--- config.mk ---
export PLATFORM = sky130hd
export DESIGN_NAME = xmc_jtag_shifter
export DESIGN_NICKNAME = d
export VERILOG_FILES = /design/src/rtl/xmc_jtag_shifter.sv
export SDC_FILE = /design/constraint.sdc
export NUM_CORES = 1
export LEC_CHECK = 0
export ABC_AREA = 1
export CORE_ASPECT_RATIO = 0.8
export CORE_MARGIN = 8
export CORE_UTILIZATION = 56
export DETAILED_ROUTE_END_ITERATION = 16
export PLACE_DENSITY = 0.93
export REMOVE_ABC_BUFFERS = 1
export SYNTH_ARGS = -nofsm -noshare
export SYNTH_HDL_FRONTEND = slang
export SYNTH_SLANG_ARGS = --single-unit
--- constraint.sdc ---
create_clock -name clk_axi -period 7 [get_ports clk_axi]
set_input_delay 0.7 -clock clk_axi [delete_from_list [all_inputs] [get_ports clk_axi]]
set_output_delay 0.7 -clock clk_axi [all_outputs]
set_load 0.05 [all_outputs]
--- src/rtl/xmc_jtag_shifter.sv ---
// ---------------------------------------------------------------------------
// xmc_jtag_shifter
//
// Bit-banged JTAG shift engine for the XMC4300 debug port. A command shifts
// up to MAX_BITS bits. Each bit drives TMS/TDI while TCK is low, holds TCK
// high, and captures TDO on the last cycle of the high phase. Each TCK
// half-period lasts clk_div+1 clk_axi cycles.
//
// Optional build macro:
//   XMC_JTAG_TDO_SYNC_EN - jtag_tdo passes through a two-flop synchronizer
//                          before capture. clk_div must then be >= 2.
//
// Ports:
//   clk_axi, rst_axi_n   clock (rising edge), async active-low reset
//   jtag_en              engine enable; dropping it mid-command aborts
//   start, abort         command request (IDLE only) / cancel
//   nbits                bits per command (0 = empty, >MAX_BITS clamps)
//   clk_div              TCK half-period minus one, in clk_axi cycles
//   tms_vec, tdi_vec     per-bit TMS/TDI values, LSB first
//   tdo_vec              captured TDO bits, LSB first
//   busy, done           command active / one-cycle completion pulse
//   jtag_tck/tms/tdi     pin drivers; jtag_tdo pin input
// ---------------------------------------------------------------------------
module xmc_jtag_shifter #(
  parameter int MAX_BITS = 32
) (
  input  logic                clk_axi,
  input  logic                rst_axi_n,
  input  logic                jtag_en,
  input  logic                start,
  input  logic                abort,
  input  logic [5:0]          nbits,
  input  logic [7:0]          clk_div,
  input  logic [MAX_BITS-1:0] tms_vec,
  input  logic [MAX_BITS-1:0] tdi_vec,
  output logic [MAX_BITS-1:0] tdo_vec,
  output logic                busy,
  output logic                done,
  output logic                jtag_tck,
  output logic                jtag_tms,
  output logic                jtag_tdi,
  input  logic                jtag_tdo
);

  localparam int CNT_W = $clog2(MAX_BITS + 1);
  localparam int IDX_W = (MAX_BITS > 1) ? $clog2(MAX_BITS) : 1;
  localparam logic [CNT_W-1:0] MAX_CNT = CNT_W'(MAX_BITS);

  typedef enum logic [1:0] {IDLE, TCK_LO, TCK_HI, FINISH} state_t;

  state_t              state, state_nxt;
  logic [7:0]          div_q;
  logic [7:0]          hcnt;
  logic [CNT_W-1:0]    cnt_q;
  logic [CNT_W-1:0]    idx;
  logic [IDX_W-1:0]    idx_sel;
  logic [MAX_BITS-1:0] tms_q;
  logic [MAX_BITS-1:0] tdi_q;
  logic                tdo_cap;
  logic                accept;
  logic                kill;
  logic                half_end;
  logic                last_bit;

  // Saturate the requested bit count to the vector width.
  function automatic logic [CNT_W-1:0] clamp_nbits(input logic [5:0] n);
    if (int'(n) > MAX_BITS) return MAX_CNT;
    return CNT_W'(n);
  endfunction

  assign accept   = (state == IDLE) && start && jtag_en && !abort;
  assign kill     = abort || !jtag_en;
  // The counter compares before incrementing, so clk_div=255 gives 256 cycles.
  assign half_end = (hcnt == div_q);
  assign last_bit = ((idx + CNT_W'(1)) >= cnt_q);
  assign idx_sel  = idx[IDX_W-1:0];

`ifdef XMC_JTAG_TDO_SYNC_EN
  logic tdo_s1, tdo_s2;

  always_ff @(posedge clk_axi or negedge rst_axi_n) begin
    if (!rst_axi_n) begin
      tdo_s1 <= 1'b0;
      tdo_s2 <= 1'b0;
    end else begin
      tdo_s1 <= jtag_tdo;
      tdo_s2 <= tdo_s1;
    end
  end

  assign tdo_cap = tdo_s2;
`else
  assign tdo_cap = jtag_tdo;
`endif

  // State register
  always_ff @(posedge clk_axi or negedge rst_axi_n) begin
    if (!rst_axi_n) state <= IDLE;
    else            state <= state_nxt;
  end

  // Next-state logic
  always_comb begin
    state_nxt = state;
    case (state)
      IDLE: begin
        if (accept) state_nxt = (clamp_nbits(nbits) == '0) ? FINISH : TCK_LO;
      end
      TCK_LO: begin
        if (kill)          state_nxt = IDLE;
        else if (half_end) state_nxt = TCK_HI;
      end
      TCK_HI: begin
        if (kill)          state_nxt = IDLE;
        else if (half_end) state_nxt = last_bit ? FINISH : TCK_LO;
      end
      FINISH:  state_nxt = IDLE;
      default: state_nxt = IDLE;
    endcase
  end

  // Counters, command latch and TDO capture
  always_ff @(posedge clk_axi or negedge rst_axi_n) begin
    if (!rst_axi_n) begin
      hcnt    <= 8'd0;
      idx     <= '0;
      cnt_q   <= '0;
      div_q   <= 8'd0;
      tdo_vec <= '0;
    end else if (accept) begin
      hcnt    <= 8'd0;
      idx     <= '0;
      cnt_q   <= clamp_nbits(nbits);
      div_q   <= clk_div;
      tdo_vec <= '0;
    end else begin
      // The half-period counter restarts on every phase change.
      if ((state == TCK_LO || state == TCK_HI) && state_nxt == state)
        hcnt <= hcnt + 8'd1;
      else
        hcnt <= 8'd0;

      if (state == TCK_HI && half_end && !kill) begin
        tdo_vec[idx_sel] <= tdo_cap;
        if (!last_bit) idx <= idx + CNT_W'(1);
      end

      if (state_nxt == IDLE) idx <= '0;
    end
  end

  // The per-bit vectors are only observed while a command is active.
  always_ff @(posedge clk_axi) begin
    if (accept) begin
      tms_q <= tms_vec;
      tdi_q <= tdi_vec;
    end
  end

  // Output decode
  always_comb begin
    busy     = 1'b0;
    done     = 1'b0;
    jtag_tck = 1'b0;
    jtag_tms = 1'b1;
    jtag_tdi = 1'b0;
    case (state)
      TCK_LO: begin
        busy     = 1'b1;
        jtag_tms = tms_q[idx_sel];
        jtag_tdi = tdi_q[idx_sel];
      end
      TCK_HI: begin
        busy     = 1'b1;
        jtag_tck = 1'b1;
        jtag_tms = tms_q[idx_sel];
        jtag_tdi = tdi_q[idx_sel];
      end
      FINISH:  done = 1'b1;
      default: ;
    endcase
  end

endmodule

---- Word-level counts from Yosys, hierarchy flattened ----
Cells that the tools add are included.
storage, ports and cells
  bits in registers ....................... 126
  latch bits .............................. 0
  memory bits (writable) .................. 0
  bits in read-only memories .............. 0
  input bits .............................. 84
  output and inout port bits .............. 37
  logic and storage cells ................. 75
  memories kept ........................... 0
cells by class
  $add $sub $neg .......................... 2
  $mul .................................... 0
  div/mod/pow operators ................... 0
  order comparisons ....................... 4
  equal/unequal tests ..................... 6
  shift operators ......................... 0
  mux-type cells .......................... 36
  bitwise operators ....................... 0
  reductions and logical operators ........ 19
operators with widths
  kind                   count
  $mux W32               2
  $mux W6                9
  $bwmux W32             1
  $mux W8                2
  $mux W2                7
  $mux W1                11
  $bmux W1 S5            2
  $add A8 B1 Y8 const B  1
  $eq A8 B8 Y1           1
  $pmux W2 S4            1
  $logic_and A1 B1 Y1    7
  $add A6 B1 Y6 const B  1
  $ge A6 B6 Y1           1
  $gt A6 B6 Y1 const B   1
  $logic_not A6 Y1       1
  $lt A5 B6 Y1 const B   1
  $demux W1 S5           1
  $ge A5 B1 Y1 const B   1
  $eq A2 B2 Y1 const B   2
  $logic_not A2 Y1       2
  $logic_not A1 Y1       3
  $ne A3 B2 Y1 const B   1
  $reduce_bool A3 Y1     1
  $eq A2 B1 Y1 const B   1
  other kinds (5)        6

---- Longest topological paths before layout ----
  depth in word-level cells ............... 17
  gate-level depth with buffers ........... 23
  gate-level depth less buffers ........... 22

---- Worst setup path before layout ----
Ideal clock, no wire load.
  kind .................................... input to register
  start ................................... input jtag_en
  end ..................................... register tdi_q[0] (enable)
  setup time .............................. 0.451 ns
  data arrival time ....................... 3.171 ns
  required time ........................... 6.549 ns
  setup slack ............................. 3.378 ns
  stages .................................. 6
  buffers on the path ..................... 2
  cell sequence ........................... inv_1 > nor2_2 > nand3_2 > inv_2 > buf_2 > clkbuf_1
on the way
  cells in the longest elaborated chain, start to end .. 2
ends and longest elaborated chain
  item                              line  source
  start: declaration                29    input logic jtag_en,
  $logic_and A1 B1 Y1 (2 in a row)  71    assign accept = (state == IDLE) && start && jtag_en && !abort;
  net accept                        60    logic accept;
  end signal: assignment            156   tdi_q <= tdi_vec;
  end: declaration                  58    logic [MAX_BITS-1:0] tdi_q;
The timed path passes the listed nets, and every way through them passes these cells.
A chain may end at the register's enable or synchronous reset.

---- Worst setup path in the final report ----
  start ................................... register idx[1]
  end ..................................... output jtag_tdi
on the way
  cells in the longest elaborated chain, start to end .. 3
ends and longest elaborated chain
  item                           line      source
  start: declaration             55        logic [CNT_W-1:0] idx;
  start signal: assignment       145       if (!last_bit) idx <= idx + CNT_W'(1);
  $bmux W1 S5                    171, 177
  $mux W1 (not written as such)  171, 177
  $mux W1                        -
  end: declaration               41        output logic jtag_tdi,
Every way passes these cells. The select of a mux whose other input is x is not followed.

==> metrics.md <==
| Metric | Value |
|---|---|
| Worst EP required | about 6.3 ns |
| Layout cell share with drive strength beyond 1 | 8.25% |
| Unrepaired setup endpoints after global routing | false |
| Crit Path Class | register to output pin |
| Worst-skew pair later-pin latency | 0.42 ns |
| Vertical die dimension | 108 µm |
| Max-slew violation count | 0 |
| CTS sink count | 126 |
| Post-synth top area cell | edfxtp_1 |
| Initial core utilization | 57.8% |
| Worst Setup Start Kind | register |
| Wire per inst | 17.3 µm |
| Average cell area after synthesis | 9.05 µm² |
| CP arrival | 3.36 ns |
| Pre-antenna DRT Iters | 6 |
| Post-CTS setup buffers | 0 |
| YS warnings | 0 |
| Core area | 10300 µm² |
| Num ports | ~120 |
| Max-cap check violation count | 0 |
| Number of synthesized flops with an enable pin | 64 |
| Antenna Cells | 0 |
| Via density | ~5.7 |
| Clk slew on worst S/H paths | 0.06 ns |
| Vias in the first global route | 5315 |
| Detailed-route DRC error count | 0 |
| Syn Inst Count | 659 |
| Row cnt | 33 |
| FF-to-FF End | tdi_q[19]$_DFFE_PP_ |
| Count leader, synth | nand2_1 |
| Synth area leaders | edfxtp_1 (32%), dfrtp_1 (26%), nand2_1 (8.7%) |
| PortBufs | 120 |
| First-pass GRT wire length | 26.1 mm |
| Initial antenna violation count | 0 |
| Routability congestion estimate | 0.902 |
| Max clock buf depth | 2 |
| HPWL after DPL | 10.8 mm |
| PwrDens | about 290 nW/µm² |
| Post-synthesis sequential area ratio | 58.2% |
| Period minus WS final | 4.06 ns |
| Final setup vio count | 0 |
| R2R depth | 5 |
| Final Cell Area | slightly below 8000 µm² |
| H-tree levels | 4 |
| Post_cts resized | 0 |
| Clock tree from TritonCTS | done |
| Max-slew headroom | 37.1% |
| Leak | ~3.6 nW |
| Yosys top cell area share | 32.2% |
| Fillers | about 630 |
| Initial DRC count | about 570 |
| Clock root buffer | clkbuf_16 |
| WL final | between 15 and 20 mm |
| Synthesized area | 5960 µm² |
| Top_reg_cell synth | edfxtp_1 |
| Placed instance area | 7250 µm² |
| Layout Nets | around 870 |
| Non-filler cells, final | 928 |
| Hold Buf Count CTS | 0 |
| Hold Fails Final Rpt | 0 |
| Dpl cells | approximately 900 |
| Die Wd | ~130 µm |
| Largest net degree at the start of global routing | 63 |
| DRT antenna net count | 0 |
| Worst min path class | primary input to async pin |
| Fmax | 247 MHz |
| GRT overflow | 0 |
| Post-synth cell types | 28 |
| CTS Buf Count | 17 |
| CP Capture Type | output pin |
| Die area | 14200 µm² |
| R2r startpoint | state[0]$_DFF_PN0_ |
| Worst-Margin Slew | 0.942 ns |
| Total Neg Setup Slack | 0 ns |
| Share of flip-flops with an asynchronous set or reset | 49.2% |
| Area Overhead vs Synth | 31.0% |
| Synth top cells by count | nand2_1 (139), inv_1 (76), nor2_1 (74) |
| R2r setup slk | about 3.4 ns |
| Tcrit/Tclk final | 57.9% |
| #FFs+latches synth | 126 |
| Outcome | finished clean |
| Total number of vias | 5286 |
| Worst IR Drop VDD | 0.154 mV |
| Final Skew | roughly 0.008 ns |
| Total track usage | approximately 23% |
| Crit Path Max Fanout | 20 |
| Layout Utilization | 75.7% |
==> cells by family (layout without fill, tap and decap cells) <==
kind of cell    Yosys count  count (layout)  synth area share, %
flops                   126             126                 58.2
compound gates          122             122                 11.1
xor+xnor                  2               2                0.294
fa+ha+maj                15              15                 3.15
buf+inv                 112             241                 7.30
simple gates            282             282                 20.0
==> report_power, final <==
| part | switching (mW) | internal, mW | total [mW] |
|---|---|---|---|
| clock network | 0.370 | 0.471 | 0.841 |
| logic | 0.334 | 0.170 | 0.503 |
| registers | 0.0356 | 0.861 | 0.897 |
| total | 0.739 | 1.50 | 2.24 |
==> layout make-up <==
class | count | area [µm²] | share of cell area [%]
clock buffers | 17 | 425 | 5.44
clock inverters | 15 | 141 | 1.81
multi-input cells | 421 | 2060 | 26.3
flip-flops and latches | 126 | 3470 | 44.4
well taps | 140 | 175 | 2.24
inverters | 85 | 319 | 4.08
repair buffers | 124 | 1230 | 15.7
==> worst max-delay path: stages, from the launching register on <==
cell	delay [ns]
dfrtp_1	0.65
inv_1	0.56
o21ai_0	0.19
o22ai_1	0.22
a22o_1	0.17
nor2_1	0.07
a21oi_1	0.23
clkdlybuf4s50_1	0.86
==> sequential cells by signal (all words and copies together) (netlist names) <==
name     cells
tdi_q       32
tdo_vec     32
tms_q       32
div_q        8
hcnt         8
cnt_q        6
idx          6
state        2
==> layer usage <==
metal / part of all wire, % / track usage, % / up-vias
li1: - / - / 2404
met3: 10 / 7.28 / 43
met2: 48 / 37.4 / 349
met4: 2.0 / 8.83 / 0
met5: 0 / 0 / -
met1: 40 / 27.6 / 2490
==> metrics by stage <==
stage / power, mW / hold WS, ns / worst slack, ns
5_1_grt: 2.34 / 0.512 / 2.78
4_1_cts: 2.24 / 0.474 / 2.98
3_5_place_dp: 1.40 / 0.488 / 2.93
2_1_floorplan: 1.23 / 0.404 / 3.54
3_3_place_gp: 1.37 / 0.483 / 3.06
6_report: 2.24 / 0.435 / 2.94
==> layout by cell type, fill, tap and decap left out, types with 16 or more instances in the layout <==
| cell type | n |
|---|---|
| clkbuf_16 | 17 |
| clkdlybuf4s50_1 | 119 |
| dfrtp_1 | 62 |
| edfxtp_1 | 64 |
| inv_1 | 76 |
| nand2_1 | 139 |
| nand3_1 | 45 |
| nor2_1 | 74 |
| o21ai_0 | 72 |
| o22ai_1 | 16 |
==> how the worst max path moves through the flow <==
stage	start	to	slack (ns)
finish	idx[1]$_DFFE_PN0P_	jtag_tdi	2.94
global route	idx[1]$_DFFE_PN0P_	jtag_tdi	2.78
CTS	idx[1]$_DFFE_PN0P_	jtag_tdi	2.98
detailed placement	jtag_en	tms_q[25]$_DFFE_PP_	2.93
global placement	jtag_en	tms_q[25]$_DFFE_PP_	3.06
floorplan	jtag_en	tdo_vec[0]$_DFFE_PN0P_	3.54
(Power assumes the default switching activity.)
